[config.mk]
export PLATFORM = sky130hd
export DESIGN_NAME = icache_refill_ctrl
export DESIGN_NICKNAME = d
export VERILOG_FILES = /design/src/rtl/icache_refill_ctrl_pkg.sv /design/src/rtl/icache_refill_line_buffer.sv /design/src/rtl/icache_refill_ctrl.sv
export SDC_FILE = /design/constraint.sdc
export NUM_CORES = 1
export LEC_CHECK = 0
export CAP_MARGIN = 20
export CORE_MARGIN = 3
export CORE_UTILIZATION = 39
export CTS_CLUSTER_SIZE = 8
export DETAILED_ROUTE_END_ITERATION = 8
export PLACE_DENSITY = 0.77
export SLEW_MARGIN = 20
export SYNTH_ARGS = -nofsm -noshare
export SYNTH_HDL_FRONTEND = slang
export SYNTH_SLANG_ARGS = --single-unit
[constraint.sdc]
create_clock -name clk -period 1.7 [get_ports clk]
set_clock_uncertainty 0.15 [all_clocks]
set_input_delay 0.34 -clock clk [delete_from_list [all_inputs] [get_ports clk]]
set_output_delay 0.34 -clock clk [all_outputs]
set_load 0.02 [all_outputs]
[src/rtl/icache_refill_ctrl_pkg.sv]
// rtl/icache_refill_ctrl_pkg.sv - shared core constants and the refill FSM state type
`ifndef MEMORY_WORD
`define MEMORY_WORD 32
`endif
`ifndef PC_SIZE
`define PC_SIZE 32
`endif

package constants;
  localparam int MEM_W          = `MEMORY_WORD;
  localparam int PC_W           = `PC_SIZE;
  localparam int LINE_WORDS_DEF = 4;

  typedef enum logic [1:0] {
    IDLE    = 2'd0,
    COLLECT = 2'd1,
    FILL    = 2'd2
  } refill_state_t;
endpackage

[src/rtl/icache_refill_line_buffer.sv]
// rtl/icache_refill_line_buffer.sv - line assembly registers with an indexed write port and flat line output
module refill_line_buffer
  import constants::*;
#(
  parameter int LINE_WORDS = LINE_WORDS_DEF,
  parameter int WORD_W     = MEM_W,
  parameter int IDX_W      = $clog2(LINE_WORDS)
) (
  input  logic                         clk,
  input  logic                         nrst,
  input  logic                         we,
  input  logic [IDX_W-1:0]             widx,
  input  logic [WORD_W-1:0]            wdata,
  output logic [LINE_WORDS*WORD_W-1:0] line
);
  logic [WORD_W-1:0] slot_q [LINE_WORDS];
  logic [WORD_W-1:0] slot_d [LINE_WORDS];

  always_comb begin
    for (int k = 0; k < LINE_WORDS; k++) begin
      slot_d[k] = slot_q[k];
    end
    if (we) begin
      slot_d[widx] = wdata;
    end
  end

  always_ff @(posedge clk or negedge nrst) begin
    if (!nrst) begin
      for (int k = 0; k < LINE_WORDS; k++) begin
        slot_q[k] <= '0;
      end
    end else begin
      for (int k = 0; k < LINE_WORDS; k++) begin
        slot_q[k] <= slot_d[k];
      end
    end
  end

  always_comb begin
    line = '0;
    for (int k = 0; k < LINE_WORDS; k++) begin
      line[k*WORD_W +: WORD_W] = slot_q[k];
    end
  end
endmodule

[src/rtl/icache_refill_ctrl.sv]
// rtl/icache_refill_ctrl.sv - I-cache miss refill: collects a line from memory, forwards the critical word, fills the arrays
module icache_refill_ctrl
  import constants::*;
#(
  parameter int LINE_WORDS = LINE_WORDS_DEF,
  parameter int OFF_BITS   = $clog2(LINE_WORDS)
) (
  input  logic                        clk,
  input  logic                        nrst,
  input  logic                        miss_req,
  input  logic [PC_W-1:0]             miss_addr,
  output logic                        refill_busy,
  output logic                        i_miss,
  output logic [PC_W-1:0]             ram_address,
  input  logic                        word_ready,
  input  logic [MEM_W-1:0]            mem_word,
  output logic                        crit_valid,
  output logic [MEM_W-1:0]            crit_word,
  output logic                        fill_we,
  output logic [PC_W-1:0]             fill_addr,
  output logic [LINE_WORDS*MEM_W-1:0] fill_line
);
  localparam logic [PC_W-1:0]     OFF_MASK = PC_W'(LINE_WORDS - 1);
  localparam logic [OFF_BITS-1:0] LAST_IDX = OFF_BITS'(LINE_WORDS - 1);

  refill_state_t       state_q, state_d;
  logic [OFF_BITS-1:0] cnt_q, cnt_d;
  logic [OFF_BITS-1:0] crit_idx_q, crit_idx_d;
  logic [PC_W-1:0]     ram_address_q, ram_address_d;
  logic [PC_W-1:0]     fill_addr_q, fill_addr_d;
  logic                i_miss_q, i_miss_d;
  logic                refill_busy_q, refill_busy_d;
  logic                fill_we_q, fill_we_d;
  logic                buf_we;

  always_comb begin
    state_d       = state_q;
    cnt_d         = cnt_q;
    crit_idx_d    = crit_idx_q;
    ram_address_d = ram_address_q;
    fill_addr_d   = fill_addr_q;
    buf_we        = 1'b0;

    case (state_q)
      IDLE: begin
        if (miss_req) begin
          state_d       = COLLECT;
          cnt_d         = '0;
          crit_idx_d    = miss_addr[OFF_BITS+1:2];
          ram_address_d = (miss_addr >> 2) & ~OFF_MASK;
          fill_addr_d   = miss_addr & ~((OFF_MASK << 2) | PC_W'(3));
        end
      end
      COLLECT: begin
        if (word_ready) begin
          buf_we = 1'b1;
          cnt_d  = cnt_q + 1'b1;
          if (cnt_q == LAST_IDX) begin
            state_d = FILL;
          end
        end
      end
      FILL:    state_d = IDLE;
      default: state_d = IDLE;
    endcase

    // Status outputs are registered from the next state so they line up with it.
    i_miss_d      = (state_d == COLLECT);
    refill_busy_d = (state_d != IDLE);
    fill_we_d     = (state_d == FILL);
  end

  always_ff @(posedge clk or negedge nrst) begin
    if (!nrst) begin
      state_q       <= IDLE;
      cnt_q         <= '0;
      crit_idx_q    <= '0;
      ram_address_q <= '0;
      fill_addr_q   <= '0;
      i_miss_q      <= 1'b0;
      refill_busy_q <= 1'b0;
      fill_we_q     <= 1'b0;
    end else begin
      state_q       <= state_d;
      cnt_q         <= cnt_d;
      crit_idx_q    <= crit_idx_d;
      ram_address_q <= ram_address_d;
      fill_addr_q   <= fill_addr_d;
      i_miss_q      <= i_miss_d;
      refill_busy_q <= refill_busy_d;
      fill_we_q     <= fill_we_d;
    end
  end

  refill_line_buffer #(
    .LINE_WORDS (LINE_WORDS),
    .WORD_W     (MEM_W),
    .IDX_W      (OFF_BITS)
  ) u_line_buffer (
    .clk   (clk),
    .nrst  (nrst),
    .we    (buf_we),
    .widx  (cnt_q),
    .wdata (mem_word),
    .line  (fill_line)
  );

  // Critical word bypasses the buffer so fetch can restart before the fill.
  assign crit_valid  = (state_q == COLLECT) && word_ready && (cnt_q == crit_idx_q);
  assign crit_word   = mem_word;

  assign i_miss      = i_miss_q;
  assign refill_busy = refill_busy_q;
  assign ram_address = ram_address_q;
  assign fill_we     = fill_we_q;
  assign fill_addr   = fill_addr_q;
endmodule

==> Yosys cells after proc, flatten, opt, wreduce, memory -nomap -nowiden <==
Index checks and enable logic that the tools add are counted.
{ "word_totals": {"output_inout_bits": 228, "reg_bits": 165, "in_bits": 68, "elab_cells": 42} }
{ "classes": {"bitwise_logic": 1, "n_mux": 12, "magnitude_cmp": 2, "n_reduce_logical": 8, "eq_ne": 7, "addsub": 1} }
{ "op_table": {"columns": ["operator", "n"], "rows": [
  ["bitwise mux 128 bit", 1],
  ["demux 32 bit (select 2 bit)", 1],
  ["two-way mux 32 bit", 1],
  ["two-way mux 2 bit", 5],
  ["case mux 2 bit (2 select lines)", 2],
  ["equality test 2 x 1 -> 1 bit (second input constant)", 2],
  ["equality test 2 bit (second input constant)", 2],
  ["!= test 2 bit (second input constant)", 2],
  ["nonzero test 2 bit", 2],
  ["greater-or-equal comparator 3 bit (second input constant)", 1],
  ["logical AND 1 bit", 3],
  ["less-than comparator 3 x 1 -> 1 bit (second input constant)", 1],
  ["NOT 2 -> 3 bit", 1],
  ["AND reduction 3 bit", 1],
  ["adder 2 x 1 -> 2 bit (second input constant)", 1],
  ["equality test 2 bit", 1],
  ["logical NOT 2 bit", 1],
  ["two-way mux 1 bit", 2],
  ["AND reduction 2 bit", 1]
]} }

==> Longest topological paths before layout <==
Gate-level depths: netlist (run 1).
{ "logic_depth": {"depth_word": 6, "depth_mapped": 5, "depth_no_buf": 4} }

==> Modules after synthesis <==
Synthesis (run 1) repeated with hierarchy kept, for this count alone.
{ "unflattened": {"cells_unflattened": 433, "area_unflattened_um2": 6726.5} }
{ "by_module_without_submodules": {"columns": ["mod", "area_each_um2", "seq_area_each_um2", "cells_per_inst", "instances"], "rows": [
  ["refill_line_buffer", 4744.6, 3203.1, 272, 1],
  ["icache_refill_ctrl", 1981.9, 925.9, 161, 1]
]} }

==> Least setup slack after synthesis (run 1) <==
Ideal clock, no wire load.
{ "synth_path": {"kind": "flip-flop to output port", "from": "register state_q[0]", "to": "output crit_valid", "required_time_ns": 1.210, "path_slack_ns": 0.078, "t_arrival_ns": 1.132, "path_stages_with_launch": 4, "n_path_buf": 1, "path_cell_list": "dfrtp_1 > buf_4 > nand3b_1 > nor3_1"} }
{ "synth_via": {"elab_chain_cells": 3} }
{ "synth_lines": {"columns": ["item", "line_no", "rtl"], "rows": [
  ["start, declared", "icache_refill_ctrl.sv:26", "refill_state_t state_q, state_d;"],
  ["start signal, assigned", "icache_refill_ctrl.sv:84", "state_q <= state_d;"],
  ["equality test 2 x 1 -> 1 bit", "icache_refill_ctrl.sv:109", "assign crit_valid = (state_q == COLLECT) && word_ready && (cnt_q == crit_idx_q);"],
  ["logical AND 1 bit (2 in series)", "icache_refill_ctrl.sv:109", null],
  ["end, declared", "icache_refill_ctrl.sv:17", "output logic crit_valid,"]
]} }
Every way passes these cells.

==> Worst setup path in the final report (run 1) <==
{ "layout_path": {"from": "register crit_idx_q[1]", "to": "output crit_valid"} }
{ "layout_via": {"elab_chain_cells": 2} }
{ "layout_lines": {"columns": ["item", "line_no", "rtl"], "rows": [
  ["start, declared", "icache_refill_ctrl.sv:28", "logic [OFF_BITS-1:0] crit_idx_q, crit_idx_d;"],
  ["start signal, assigned", "icache_refill_ctrl.sv:86", "crit_idx_q <= crit_idx_d;"],
  ["equality test 2 bit", "icache_refill_ctrl.sv:109", null],
  ["logical AND 1 bit", "icache_refill_ctrl.sv:109", null]
]} }
Every way passes these cells.

==> flow_summary.json, run 1 <==
{
  "outcome": "finished, violations left",
  "failed_checks": "setup timing",
  "slew_violations": 0,
  "synth_area_per_cell_um2": 15.92,
  "yosys.area.top_type": "dfrtp_1",
  "routed-via-count": 4634,
  "fin_crit_ns": 1.884,
  "ios": 296,
  "seq_area_frac_synth_pct": 59.33,
  "cts_tree": "yes",
  "final_area_mm2": 0.01106,
  "crit_path_end_kind": "output port",
  "fmax_ghz": 0.5307,
  "syn2layout_area_growth_pct": 58.92,
  "place_congestion": 0.7868,
  "hp-class": "in2reg",
  "placed_cell_area_mm2": 0.01002,
  "synthArstFlopShare_pct": 100.0,
  "cts_made_buffers": 17,
  "drcViolationCount": 0,
  "syn_inst": 437,
  "grt_max_degree": 40,
  "drv_cap": 0,
  "dieArea_mm2": 0.01948,
  "numClockSinks": 165,
  "netlist_area_mm2": 0.006959,
  "leakage_uw": 0.005496,
  "drtPass1Iterations": 4,
  "synth_common_cells": "dfrtp_1 (165), mux2_2 (123), buf_4 (82)",
  "insertion_delay_ns": 0.41,
  "crit_path_start_kind": "register",
  "clkTransAtPathRegs_ns": 0.06,
  "cp_cell_sequence": "xor2_1 -> nor3_2 -> buf_4",
  "core_region_area_mm2": 0.01736,
  "clock_tree.root_cell": "clkbuf_16",
  "finalNetCount": 817,
  "required_ns": 1.21,
  "die_w_um": 139.6,
  "yosys-top-cells-area": "dfrtp_1 (59%), mux2_2 (20%), buf_4 (8.8%)",
  "die_y_um": 139.6,
  "cp.arrival_ns": 1.39,
  "whs_ns": 0.1620,
  "numPortBuffers": 285,
  "grt_usage_pct": 20.26,
  "layout-drive-gt1-share_pct": 37.86,
  "synth_warnings": 0,
  "setup_slack_ns": -0.1842,
  "antenna_cells": 0,
  "path_max_fanout": 2,
  "worstSetupPathType": "reg2out",
  "synth_edf_count": 0,
  "drt_iter0_drc": 135,
  "slowest_delay_ns": 0.38,
  "grt_pass1_wl_um": 30690,
  "cts_htree_levels": 4,
  "ir_drop_mv": 1.098,
  "power_density_mw_per_mm2": 2041,
  "synth_top_area_share_pct": 59.33,
  "setup-tns-final_ns": -10.11,
  "hpwlAfterDp_um": 13020,
  "ys_seq_elements": 165,
  "antenna_found_initial": 0,
  "initial_core_util_pct": 40.10,
  "finalCritPeriodShare_pct": 110.8,
  "routedWlPerCell_um": 20.05,
  "yosysUniqueCellTypes": 21,
  "grt_pass1_vias": 5156,
  "setup_viol": 115,
  "via_per_inst": 4.714,
  "grt_setup_unrepaired": "true",
  "wirelength_um": 19710,
  "synth_most_common_cell": "dfrtp_1",
  "report.power.total_uw": 22570,
  "slowest_stage": "dfrtp_1",
  "postRouteAntennaNets": 0,
  "synthFlopType": "dfrtp_1",
  "cts_buffer_depth": 2,
  "row_count": 48,
  "final-hold-violation-count": 0,
  "grt_overflow_total": 0
}
-- path summary, 6_finish.rpt --
check                                       startpoint                       to  slack [ns]  depth (start not counted)
worst max-delay path                     crit_idx_q[1]               crit_valid       -0.18                          3
worst min-delay path                      mem_word[26]   u_line_buffer.line[26]        0.16                          2
worst max register to register                cnt_q[1]    u_line_buffer.line[0]       -0.17                          7
worst min register to register  u_line_buffer.line[89]   u_line_buffer.line[89]        0.35                          1
max in group asynchronous                         nrst            fill_addr[31]        0.60                          3
min in group asynchronous                         nrst  u_line_buffer.line[103]        0.24                          2
-- cell type report --
type / instances / area, um^2
fillers: 1338 / 6297
flip-flops and latches: 165 / 4129
repair buffers: 367 / 3657
multi-input cells: 189 / 2411
clock buffers: 22 / 484.2
well taps: 225 / 281.5
clock inverters: 10 / 70.07
inverters: 5 / 26.28
-- cells in the final DEF (no fill, tap or decap), types with 6 or more instances in the layout --
master / n
buf_16: 8
clkdlybuf4s15_1: 6
dfrtp_1: 165
conb_1: 8
buf_4: 44
buf_12: 17
mux2_4: 71
clkbuf_16: 19
mux2_2: 87
clkdlybuf4s50_1: 63
buf_6: 12
dlygate4sd2_1: 212
-- critical path, delay by kind of cell (launching register included) --
| family | cells | cell delay, ns |
|---|---|---|
| AND/OR/NAND/NOR | 1 | 0.23 |
| buffers and inverters | 1 | 0.19 |
| XOR/XNOR | 1 | 0.18 |
| flip-flops | 1 | 0.38 |
-- kinds of logic (layout without fill, tap and decap cells) --
family / count (synthesis) / in the layout / share of synthesized area (%)
buf+inv: 90 / 404 / 9.601
fa+ha+maj: 4 / 4 / 0.7192
xor+xnor: 2 / 2 / 0.2518
compound gates: 5 / 5 / 0.6473
simple gates: 12 / 12 / 2.319
other cells: 1 / 8 / 0.05389
mux: 158 / 158 / 27.08
flops: 165 / 165 / 59.33
-- power breakdown --
group          switching [uW]  leakage (uW)  internal, uW  total [uW]
combinational            5960       0.00326          5920       11900
sequential               1150       0.00196          5930        7080
clock                    1570      0.000273          2030        3600
total                    8680       0.00550         13900       22600
-- stage by stage --
stage / util (%) / worst slack [ns] / std cells
CTS: 63.55 / -0.2163 / 982
detailed placement: 57.74 / -0.7220 / 923
floorplan: - / 0.07823 / 444
finish: 63.72 / -0.1842 / 983
global route: 63.72 / -0.2358 / 983
global placement: 57.74 / -0.6936 / 923
-- routing by layer --
| layer | up-vias | wire, um | global-route usage (%) |
|---|---|---|---|
| li1 | 2075 | - | - |
| met1 | 2342 | 7750 | 24.19 |
| met2 | 186 | 10350 | 35.57 |
| met3 | 31 | 1230 | 5.498 |
| met4 | 0 | 373 | 6.680 |
| met5 | - | 0 | 0 |
-- repair_timing --
action | in CTS | in global routing
cloned | 11 | 2
hold buffers | 1 | 0
pin swaps | 6 | 2
setup endpoints to repair | 348 | 167
hold endpoints to repair | 28 | 0
setup buffers | 15 | 2
gates resized for setup | 303 | 10
-- sequential cells by signal, summed over array words and instances, names as in the netlist --
register            flops
cnt_q                   2
crit_idx_q              2
fill_addr              28
fill_we                 1
i_miss                  1
refill_busy             1
state_q                 2
u_line_buffer.line    128
(Power assumes the default switching activity.)
==> inputs of run 2 (changes only) <==
--- a/config.mk
+++ b/config.mk
@@ -5,11 +5,12 @@
 export SDC_FILE = /design/constraint.sdc
 export NUM_CORES = 1
 export LEC_CHECK = 0
-export CAP_MARGIN = 20
+export CAP_MARGIN = 5
 export CORE_MARGIN = 3
 export CORE_UTILIZATION = 39
 export CTS_CLUSTER_SIZE = 8
 export DETAILED_ROUTE_END_ITERATION = 8
+export GPL_ROUTABILITY_DRIVEN = 0
 export PLACE_DENSITY = 0.77
 export SLEW_MARGIN = 20
 export SYNTH_ARGS = -nofsm -noshare
==> constraint.sdc (replaced) <==
create_clock -name clk -period 1.7 [get_ports clk]
set_clock_uncertainty 0.15 [all_clocks]
set_input_delay 0.34 -clock clk [delete_from_list [all_inputs] [get_ports clk]]
set_output_delay 0.34 -clock clk [all_outputs]
set_load 0.1 [all_outputs]
==> flow_summary.json, run 2 (synthesis results as in run 1) <==
{
  "finalCritPeriodShare_pct": 117.8,
  "failed_checks": "setup timing",
  "wirelength_um": 22840,
  "worstSetupPathType": "reg2out",
  "slowest_stage": "dfrtp_2",
  "hpwlAfterDp_um": 14680,
  "grt_max_degree": 39,
  "dieArea_mm2": 0.01948,
  "antenna_found_initial": 1,
  "cts_tree": "yes",
  "drt_iter0_drc": 229,
  "initial_core_util_pct": 40.10,
  "cts_made_buffers": 17,
  "die_w_um": 139.6,
  "numPortBuffers": 285,
  "cts_htree_levels": 4,
  "finalNetCount": 826,
  "die_y_um": 139.6,
  "whs_ns": 0.2985,
  "grt_pass1_wl_um": 33780,
  "grt_setup_unrepaired": "true",
  "drv_cap": 0,
  "final-hold-violation-count": 0,
  "setup-tns-final_ns": -7.199,
  "ios": 296,
  "numClockSinks": 165,
  "syn2layout_area_growth_pct": 97.77,
  "routed-via-count": 4794,
  "path_max_fanout": 2,
  "grt_pass1_vias": 5512,
  "final_common_cell": "buf_12",
  "largest_reg_flops": 128,
  "mostFrequentLayoutCells": "buf_12 (235), dfrtp_1 (134), mux2_4 (107)",
  "cp.arrival_ns": 1.51,
  "insertion_delay_ns": 0.41,
  "clock_tree.root_cell": "clkbuf_16",
  "required_ns": 1.21,
  "row_count": 48,
  "hp-class": "in2async",
  "fin_crit_ns": 2.003,
  "fmax_ghz": 0.4993,
  "drtPass1Iterations": 4,
  "fill_cells": 886,
  "clkTransAtPathRegs_ns": 0.06,
  "setup_viol": 118,
  "crit_path_end_kind": "output port",
  "crit_path_start_kind": "register",
  "via_per_inst": 4.833,
  "slowest_delay_ns": 0.42,
  "grt_usage_pct": 22.41,
  "cts_buffer_depth": 2,
  "cp_cell_sequence": "nand3b_1 -> nor3_4 -> buf_12",
  "routedWlPerCell_um": 23.03,
  "layout-drive-gt1-share_pct": 71.28,
  "drcViolationCount": 0,
  "grt_overflow_total": 0,
  "slew_violations": 0,
  "core_region_area_mm2": 0.01736,
  "setup_slack_ns": -0.3028,
  "postRouteAntennaNets": 0,
  "outcome": "finished, violations left"
}
==> run 2: worst max-delay path, delay by kind of cell, from the launching register on <==
family,cells,cell delay (ns)
buffers and inverters,1,0.20
flip-flops,1,0.42
AND/OR/NAND/NOR,2,0.46
==> run 2: path summary, 6_finish.rpt <==
kind / from / depth (start not counted) / slack [ns] / endpoint
max reg2reg: cnt_q[0] / 6 / -0.12 / u_line_buffer.line[63]
min in group clk: miss_addr[12] / 2 / 0.39 / fill_addr[12]
min: nrst / 2 / 0.30 / fill_addr[14]
min reg2reg: u_line_buffer.line[22] / 1 / 0.42 / u_line_buffer.line[22]
max: state_q[1] / 3 / -0.30 / crit_valid
max in group asynchronous: nrst / 3 / 0.54 / u_line_buffer.line[117]
==> run 2: layout make-up <==
type	count	area (um^2)	share of cell area [%]
sequential	165	4168	30.28
multi-input combinational	189	2567	18.65
clock buffer	21	470.5	3.418
inverter	5	26.28	0.1909
clock inverter	10	76.32	0.5545
antenna	1	2.502	0.01818
timing repair buffer	376	6171	44.84
tap	225	281.5	2.045
==> run 2: metrics by stage <==
stage | util (%) | worst slack [ns] | area [um^2] | std cells
after detailed placement | 71.16 | -0.3238 | 12350 | 926
after CTS | 78.37 | -0.2531 | 13600 | 981
after global routing | 79.30 | -0.3345 | 13760 | 992
after global placement | 71.16 | -0.3057 | 12350 | 926
final | 79.30 | -0.3028 | 13760 | 992
after floorplan | - | -0.1984 | 7044 | 444
==> run 2: repair_timing <==
action / 4_1_cts / 5_1_grt
endpoints found under the hold margin: 29 / 0
pin swaps: 8 / 5
hold buffers: 1 / 0
buffers inserted: 13 / 18
setup endpoints to repair: 42 / 159
gates resized for setup: 75 / 59
cloned: 10 / 5
==> run 2: layer usage <==
metal	global-route usage (%)	share of wire, %	vias to the layer above
li1	-	-	2068
met1	26.18	38	2494
met2	39.47	53	204
met3	7.148	6.6	28
met4	6.833	1.8	0
met5	0	0	-
Power of run 2 is not shown: default switching activity piles up to over one toggle a cycle in this logic, so the estimate is an artifact.
